### src/rtl/twos_serializer.sv
// Parallel-to-serial feeder for the serial two's-complement stage: LSB-first bits,
// each word preceded by a one-cycle clear that restarts the complementer.
module twos_serializer #(
    parameter int WIDTH = 8
) (
    input  logic             t_clk,
    input  logic             r,
    input  logic [WIDTH-1:0] din,
    input  logic             din_valid,
    output logic             din_ready,
    output logic             ser_out,
    output logic             ser_clr,
    output logic             ser_valid,
    output logic             ser_last
);
    localparam int CNT_W = (WIDTH > 1) ? $clog2(WIDTH) : 1;
    localparam logic [CNT_W-1:0] LAST = CNT_W'(WIDTH - 1);

    typedef enum logic [1:0] {IDLE, CLEAR, SHIFT} state_t;

    state_t           r_state;
    logic [WIDTH-1:0] r_shreg;
    logic [CNT_W-1:0] r_cnt;
    logic             r_alive;
    logic             w_last_bit;
    logic             w_accept;

    assign w_last_bit = (r_state == SHIFT) && (r_cnt == LAST);
    // r_alive keeps din_ready low for the whole cycle in which reset is released.
    assign din_ready  = r_alive && !r && ((r_state == IDLE) || w_last_bit);
    assign w_accept   = din_valid && din_ready;

    assign ser_clr    = (r_state == CLEAR);
    assign ser_valid  = (r_state == SHIFT);
    assign ser_out    = (r_state == SHIFT) && r_shreg[0];
    assign ser_last   = w_last_bit;

    always_ff @(posedge t_clk or posedge r) begin
        if (r) begin
            r_state <= IDLE;
            r_shreg <= '0;
            r_cnt   <= '0;
            r_alive <= 1'b0;
        end else begin
            r_alive <= 1'b1;
            case (r_state)
                IDLE: begin
                    if (w_accept) begin
                        r_shreg <= din;
                        r_state <= CLEAR;
                    end
                end
                CLEAR: begin
                    r_cnt   <= '0;
                    r_state <= SHIFT;
                end
                SHIFT: begin
                    if (w_last_bit) begin
                        r_cnt <= '0;
                        if (w_accept) begin
                            r_shreg <= din;
                            r_state <= CLEAR;
                        end else begin
                            r_shreg <= '0;
                            r_state <= IDLE;
                        end
                    end else begin
                        r_shreg <= r_shreg >> 1;
                        r_cnt   <= r_cnt + 1'b1;
                    end
                end
                default: r_state <= IDLE;
            endcase
        end
    end
endmodule

### config.mk
export PLATFORM = sky130hd
export DESIGN_NAME = twos_serializer
export DESIGN_NICKNAME = d
export VERILOG_FILES = /design/src/rtl/twos_serializer.sv
export SDC_FILE = /design/constraint.sdc
export NUM_CORES = 1
export LEC_CHECK = 0
export ABC_AREA = 1
export CAP_MARGIN = 25
export CORE_MARGIN = 2
export CORE_UTILIZATION = 40
export DETAILED_ROUTE_END_ITERATION = 10
export GPL_TIMING_DRIVEN = 0
export PLACE_DENSITY = 0.74
export SLEW_MARGIN = 20
export SYNTH_ARGS = -nofsm -noshare
export SYNTH_HDL_FRONTEND = slang
export SYNTH_SLANG_ARGS = --single-unit
### constraint.sdc
create_clock -name t_clk -period 1.85 [get_ports t_clk]
set_clock_uncertainty 0.1 [all_clocks]
set_input_delay 0.37 -clock t_clk [delete_from_list [all_inputs] [get_ports t_clk]]
set_output_delay 0.37 -clock t_clk [all_outputs]
set_load 0.02 [all_outputs]
==> impl_metrics.csv, run 1 <==
group,metric,value,unit
outcome,status,"complete, but fails checks",
outcome,violations,"setup timing",
global_route,grt_pass1_wl,2787,µm
synth,synth_cells,102,
route,wl_per_cell,10.71,µm
final_layout,final_cell_area,0.001066,mm²
clock_tree,clk_path_buf_depth,2,
route,ant_nets,0,
clock_tree,ctsRootBufferMaster,"clkbuf_4",
final_layout,area_delta_synth_final,32.30,%
synth,yosys.area.top_type,"dfrtp_1",
global_route,grt_pass1_vias,641,
route,avgViaCountPerCell,4.801,
final_layout,antennaDiodeCount,0,
placement,gp_congestion,0.7500,
worst_setup_path,critPathTopFamily,"flip-flops",
worst_setup_path,path_cells,"ha_2, ha_4, nand2_2, inv_2, o21a_1, buf_6",
floorplanning,rows,16,
synth,yosysWarnings,0,
floorplanning,initial_core_util,41.93,%
power,irDropWorstVdd,0.4490,mV
worst_setup_path,worstSetupEndpointType,"output pin",
final_layout,final_common_cell,"nor2_1",
global_route,grt_max_degree,15,
worst_setup_path,slowest_stage,"dfrtp_1",
clock_tree,clk_pin_slew,0.08,ns
clock_tree,cts_tree,"done",
synth,yosysSeqAreaShare,43.48,%
synth,syn-num-nets,119,
route,route.detailed.drc,0,
worst_setup_path,cp_max_fo,2,
final_layout,final-instance-count-excl-fill,151,
worst_setup_path,critPathKind,"reg -> out",
worst_setup_path,required,1.38,ns
synth,yosys-top-cells-area,"dfrtp_1 (43%), nor2_1 (9.8%), ha_1 (9.3%)",
worst_setup_path,arrival,1.47,ns
synth,synthDominantCellAreaShare,43.48,%
route,drtIter0Drc,4,
final_layout,finish.net_count,143,
timing,drv_slew,0,
timing,finalHoldViolations,0,
route,wirelength,1617,µm
route,first_pass_iters,4,
timing,setup_ws,-0.08859,ns
global_route,grt_antenna_before_repair,0,
floorplanning,io_pins,16,
floorplanning,dieHeight,48.88,µm
timing,rsz0062_at_grt,"true",
synth,synth_cell_types,16,
clock_tree,h-tree-depth,1,
final_layout,final_cell_mix,"nor2_1 (21), inv_1 (15), dfrtp_1 (14)",
floorplanning,core,0.001922,mm²
placement,dpl_cell_area,989.7,µm²
flow_run,maxCapViolations,0,
placement,io_buffers,15,
final_layout,drive_gt1_share,19.35,%
global_route,overflow,0,
placement,hpwl,1177,µm
floorplanning,dieArea,0.002389,mm²
worst_setup_path,critPathMaxStageDelay,0.39,ns
placement,dp_cells,144,
timing,fmaxAchievable,0.5158,GHz
clock_tree,numCtsBuffers,3,
min_path,min_path_type,"in -> async",
clock_tree,clock_sinks,14,
clock_tree,cts_hold_buffers,0,
power,p_leak,0.5373,nW
timing,period_share,104.8,%
power,report.power.total,1.337,mW
worst_setup_path,rrSetupSlack,0.16,ns
global_route,grtUsageTotal,14.82,%
timing,fin_crit,1.939,ns
worst_setup_path,cp_num_buf_inv,2,
floorplanning,die_x,48.88,µm
route,vias,725,
synth,syn_area,805.8,µm²
synth,syn_area_per_cell,7.900,µm²
synth,ys_seq_elements,14,
timing,setup_viol,1,
power,powerDensity,1254,mW/mm²
worst_setup_path,start_kind,"flip-flop",
clock_tree,clkLatencyLatePin,0.28,ns
## stage by stage
stage	setup WS, ns	util (%)	TNS [ns]	hold WS, ns
finish	-0.08859	55.47	-0.08859	0.4004
global route	-0.1419	55.47	-0.1419	0.4354
CTS	-0.1691	53.45	-0.1691	0.4000
detailed placement	-0.4808	51.50	-4.063	0.4190
global placement	-0.4244	51.50	-3.557	0.4001
floorplan	0.01743	-	0	0.1672
## report_power, final
part | switching [mW] | leakage (nW) | internal (mW) | total (mW)
sequential | 0.0678 | 0.170 | 0.425 | 0.493
clock | 0.100 | 0.0138 | 0.0755 | 0.175
combinational | 0.400 | 0.353 | 0.269 | 0.669
total | 0.568 | 0.537 | 0.769 | 1.34
## path summary, 6_finish.rpt
check,startpoint,end,cells after the start
worst max-delay path,r_cnt[1],din_ready,6
worst min-delay path,r,r_shreg[2],3
worst max register to register,r_state[1],r_shreg[5],8
worst min register to register,r_shreg[5],r_shreg[5],2
max in group asynchronous,r,r_shreg[5],3
min in group t_clk,r_shreg[5],r_shreg[5],2
## repair_timing
item,in CTS,in global routing
setup buffers,1,3
gates resized for setup,17,9
setup endpoints to repair,12,10
pin swaps,0,3
## registers in the layout, summed over array words and instances, names as in the netlist
| register | count |
|---|---|
| r_state | 2 |
| r_shreg | 8 |
| r_cnt | 3 |
| r_alive | 1 |
## Yosys cell counts, drive strengths merged
cell / count
dfrtp: 14
nand4: 3
buf: 1
o21a: 1
a21oi: 9
conb: 1
o21ai: 6
nor2: 23
inv: 20
ha: 6
nand2: 7
nand3: 11
## per-layer routing
layer,vias to the layer above,track usage (%),wire [µm]
met5,-,0,0
met4,0,7.143,27
met3,4,2.147,30
met2,16,24.20,763
met1,337,19.25,796
li1,368,-,-
## cell type report
cell class / instances / area (µm²)
buffer: 1 / 11.26
clock buffer: 3 / 22.52
multi-input combinational: 67 / 399.1
fill: 181 / 855.8
timing repair buffer: 19 / 170.2
inverter: 20 / 78.83
sequential: 14 / 350.3
tap: 27 / 33.78
## worst min-delay path, delay by kind of cell
family                 cells  cell delay (ns)
buffers and inverters      3             0.78
## kinds of logic after synthesis
logic type / count (synthesis) / share of synthesized area, %
and+or+nand+nor: 44 / 25.31
buffers and inverters: 21 / 10.71
AOI/OAI and AO/OA: 16 / 10.72
DFF: 14 / 43.48
adders and majority gates: 6 / 9.317
other: 1 / 0.4654
(Power assumes the default switching activity.)
==> run 2, diff against run 1 <==
Settings changed: SETUP_SLACK_MARGIN from default to 0.3.
==> run 2 against run 1 <==
Against the previous run: power increased by 46%; clock-buffer cell count increased by 1; sequential cell count unchanged; die area unchanged; critical path type unchanged; the run still ends with setup timing left; hold slack improved by 0.015 ns; register-to-register slack got worse by 0.05 ns; setup slack improved by 0.00056 ns; critical endpoint unchanged.
==> impl_metrics.csv, run 2 (synthesized netlist as in run 1, its figures left out) <==
group,metric,value,unit
global_route,grt_max_degree,15,
power,switchingPower,0.7956,mW
final_layout,final_common_cell,"nor2_1",
clock_tree,cts_hold_buffers,0,
timing,fmaxAchievable,0.5160,GHz
power,p_comb_share,62.6,%
final_layout,largest_reg_flops,8,
worst_setup_path,cp_max_fo,2,
power,swShare,40.89,%
global_route,grtUsageTotal,20.72,%
floorplanning,dieArea,0.002389,mm²
power,report.power.total,1.946,mW
worst_setup_path,arrival,1.47,ns
power,clkPwrFrac,11.8,%
final_layout,fin_util,72.98,%
clock_tree,clock_sinks,14,
power,irDropWorstVdd,0.8363,mV
final_layout,finish.net_count,161,
route,wirelength,2341,µm
global_route,overflow,0,
power,powerDensity,1387,mW/mm²
route,route.detailed.drc,0,
global_route,grt_pass1_vias,802,
final_layout,largestRegisters,"r_shreg (8), r_cnt (3), r_state (2)",
route,vias,829,
power,seqPwrFrac,25.6,%
timing,setup_ws,-0.08803,ns
floorplanning,dieHeight,48.88,µm
worst_setup_path,start_kind,"flip-flop",
route,avgViaCountPerCell,4.876,
clock_tree,clkLatencyLatePin,0.29,ns
placement,hpwl,1254,µm
outcome,status,"complete, but fails checks",
power,p_int,1.150,mW
clock_tree,h-tree-depth,1,
placement,io_buffers,15,
final_layout,area_delta_synth_final,74.07,%
final_layout,largest-register,"r_shreg",
worst_setup_path,worstSetupEndpointType,"output pin",
timing,fin_crit,1.938,ns
timing,drv_slew,0,
placement,gp_congestion,0.7311,
floorplanning,die_x,48.88,µm
timing,rsz0062_at_grt,"true",
clock_tree,clk_pin_slew,0.09,ns
route,wl_per_cell,13.77,µm
timing,period_share,104.8,%
worst_setup_path,required,1.38,ns
floorplanning,io_pins,16,
timing,finalHoldViolations,0,
timing,final.setup.tns,-0.09945,ns
route,ant_nets,0,
final_layout,final_cell_mix,"nor2_1 (15), inv_1 (14), dfrtp_1 (14)",
power,p_leak,0.6861,nW
clock_tree,numCtsBuffers,3,
clock_tree,cts_tree,"done",
outcome,violations,"setup timing",
worst_setup_path,critPathKind,"reg -> out",
clock_tree,ctsRootBufferMaster,"clkbuf_4",
floorplanning,initial_core_util,41.93,%
route,drtIter0Drc,13,
floorplanning,rows,16,
floorplanning,core,0.001922,mm²
final_layout,antennaDiodeCount,0,
final_layout,drive_gt1_share,44.76,%
global_route,grt_antenna_before_repair,0,
flow_run,maxCapViolations,0,
timing,setup_viol,2,
clock_tree,clk_path_buf_depth,2,
global_route,grt_pass1_wl,3698,µm
route,first_pass_iters,4,
min_path,min_path_type,"in -> async",
run 2: changes by cell type in the layout (fill, tap and decap cells not counted), sizes merged:
cell           change
inv                -1
clkdlybuf4s15      -1
clkbuf             +1
clkinv             +1
buf               +20
dlygate4sd2        -1
run 2: cell type report:
class,instances,area [µm²]
multi-input cells,67,509.2
clock buffers,4,36.28
repair buffers,37,371.6
well taps,27,33.78
inverters,20,86.33
flip-flops and latches,14,350.3
plain buffers,1,15.01
fillers,136,519.2
run 2: path summary, 6_finish.rpt:
kind	startpoint	endpoint	slack, ns	depth (start not counted)
max	r_cnt[0]	din_ready	-0.09	6
min	r	r_shreg[4]	0.42	3
max reg2reg	r_state[0]	r_shreg[0]	0.11	10
min reg2reg	r_shreg[5]	r_shreg[5]	0.44	2
max in group asynchronous	r	r_shreg[0]	1.07	3
min in group t_clk	r_shreg[5]	r_shreg[5]	0.44	2
run 2: through the flow:
step	hold WS [ns]	cell area (µm²)	cells	setup WS [ns]
global route	0.4146	1403	170	-0.1298
detailed placement	0.4137	1035	144	-0.4717
finish	0.4155	1403	170	-0.08803
global placement	0.4028	1035	144	-0.4836
floorplan	0.1672	850.8	102	0.3145
CTS	0.4103	1269	163	-0.07990
run 2: timing repair:
item                       4_1_cts  5_1_grt
gates cloned                     1        0
setup endpoints to repair       15       18
resized for setup               51       22
buffers inserted                14        7
pin swaps                       14        8
run 2: metal layers:
layer | share of wire, % | GRT usage, % | vias to the layer above | wire (µm)
li1 | - | - | 403 | -
met1 | 39 | 24.56 | 402 | 919
met2 | 54 | 36.53 | 15 | 1273
met3 | 2.2 | 2.147 | 9 | 51
met4 | 4.1 | 11.43 | 0 | 97
met5 | 0 | 0 | - | 0
run 2: critical path, cell delays in order, from the launching register on:
cell	delay, ns
dfrtp_1	0.40
ha_2	0.20
ha_4	0.17
nand2_4	0.06
inv_4	0.03
o21a_4	0.19
buf_6	0.13
run 2: power groups by stage:
stage               Sequential [mW]  Combinational [mW]  Clock [mW]
floorplan                     0.482               0.513           0
global placement              0.491               0.658           0
detailed placement            0.498               0.676           0
CTS                           0.490               0.954       0.234
global route                  0.510                1.31       0.253
finish                        0.498                1.22       0.229
==> run 3, diff against run 2 <==
Settings changed: SLEW_MARGIN 20 to default.
==> results of run 3 <==
No change in the layout: final DEF, timing and power equal those of run 2.
==> patch: new RTL, flow settings as in run 1 <==
The parameter `WIDTH` goes from 8 to 32.
--- a/src/rtl/twos_serializer.sv
+++ b/src/rtl/twos_serializer.sv
@@ -1,7 +1,7 @@
 // Parallel-to-serial feeder for the serial two's-complement stage: LSB-first bits,
 // each word preceded by a one-cycle clear that restarts the complementer.
 module twos_serializer #(
-    parameter int WIDTH = 8
+    parameter int WIDTH = 32
 ) (
     input  logic             t_clk,
     input  logic             r,
Ports: changed (resized din); port bits go from 16 to 40. The function was not compared with the original's and may differ.
==> patch against run 1 <==
Die area increased to 2.6 times the old value. Cell area increased to 2.9 times the old value. Maximum frequency is 7.1% lower. Setup slack worse by 0.15 ns. Core utilization increased by 1.2 points. Sequential cell count rose by 26. Power rose to 3.2 times the old value. Sequential share of layout area is 0.41 points lower. Largest power group unchanged. The flow still finishes with violations (setup timing). Area after synthesis rose to 2.7 times the old value. Count of clock-buffer cells in the layout up 3. Wire length grew to 3.3 times the old value. Cell count grew to 2.9 times the old value.
==> patch: results (changes against run 1) <==
----------------------------------------------------
[Global routing]
  GRT met1 Usage ... 24.7% (was 19.3%)

[Power and ir drop]
  Switch share ... 40.0% (was 42.5%)
  VDD IR-drop max ... 0.000705 V (was 0.000449 V)
  Reported sequential group power ... 1470 uW (was 493 uW)
  Portion of total power attributed to the clock network ... 16.6% (was 13.1%)

[Synthesis]
  Sequential cell area fraction in the yosys report ... 45.2% (was 43.5%)
  Synth top cells by count ... 98 x sky130_fd_sc_hd__nor2_1, 43 x sky130_fd_sc_hd__inv_1, 40 x sky130_fd_sc_hd__dfrtp_1, 36 x sky130_fd_sc_hd__a21oi_1, 33 x sky130_fd_sc_hd__nand3_1 (was 21 x sky130_fd_sc_hd__nor2_1, 18 x sky130_fd_sc_hd__inv_1, 14 x sky130_fd_sc_hd__dfrtp_1, 11 x sky130_fd_sc_hd__nand3_1, 8 x sky130_fd_sc_hd__a21oi_1)

[Final layout]
  Net count reported at finish ... 401 (was 143)
  Layout cell share with drive strength beyond 1 ... 20.8% (was 19.4%)
  Filler Cell Count ... 497 (was 181)
  Post-route insts no fill ... 433 (was 151)
  Final non-filler cell area ... 0.00308 mm2 (was 0.00107 mm2)

[Drt]
  Final Routed Wirelength ... 5.34 mm (was 1.62 mm)
  Routed met3 length ... 249 um (was 30 um)
  DR iter-0 viols ... 150 (was 4)
  Met1 Wirelength ... 2.60 mm (was 796 um)

[Outcome]
  Outcome ... complete, but fails checks (unchanged)
  Violations in the final reports ... setup timing (unchanged)

[Placement]
  Half-perimeter wire length after detailed placement ... 3.26 mm (was 1.18 mm)
  Post-placement setup slack ... -1.07 ns (was -0.481 ns)
  Placer Congestion ... 0.755 (was 0.750)

[STA]
  Setup violators final ... 34 (was 1)
  Worst setup slack after layout ... -0.236 ns (was -0.0886 ns)

[Setup path]
  Timing startpoint of the critical path ... r_cnt[0]$_DFFE_PP0P_ (was r_cnt[1]$_DFFE_PP0P_)
  Reg-to-reg critical path endpoint ... r_shreg[9]$_DFFE_PP0P_ (was r_shreg[5]$_DFFE_PP0P_)
  Reg2reg setup slack ... -0.14 ns (was 0.16 ns)
  Worst-case reg-to-reg path depth ... 12 (was 8)

[Clock tree]
  Inserted Clock Buffers ... 5 (was 3)
  Number of H-tree levels ... 2 (was 1)

----------------------------------------------------
patch: layout make-up:
cell class / instances / share of cell area, %
Timing Repair inverter: 2 / 0.325
Sequential cell: 40 / 32.5
Multi-Input combinational cell: 200 / 33.7
Tap cell: 72 / 2.92
Clock inverter: 2 / 1.14
Inverter: 45 / 5.68
Timing Repair Buffer: 51 / 16.6
Buffer: 15 / 4.83
Clock buffer: 6 / 2.35
patch: cells by family (layout without fill, tap and decap cells):
group           Yosys count  in the layout  share of synthesized area (%)
fa+ha+maj                 6              6                           3.39
other cells               1              1                          0.169
buf+inv                  61            121                           12.9
compound gates           41             41                           9.37
flops                    40             40                           45.2
simple gates            152            152                           29.0
patch: repair_timing:
| item | in CTS | in global routing |
|---|---|---|
| setup buffers | 4 | 5 |
| hold buffers | 0 | 0 |
| hold endpoints to repair | 0 | 0 |
| resized for setup | 31 | 29 |
| cloned | 2 | 2 |
| endpoints found under the setup margin | 38 | 39 |
| pin swaps | 29 | 5 |
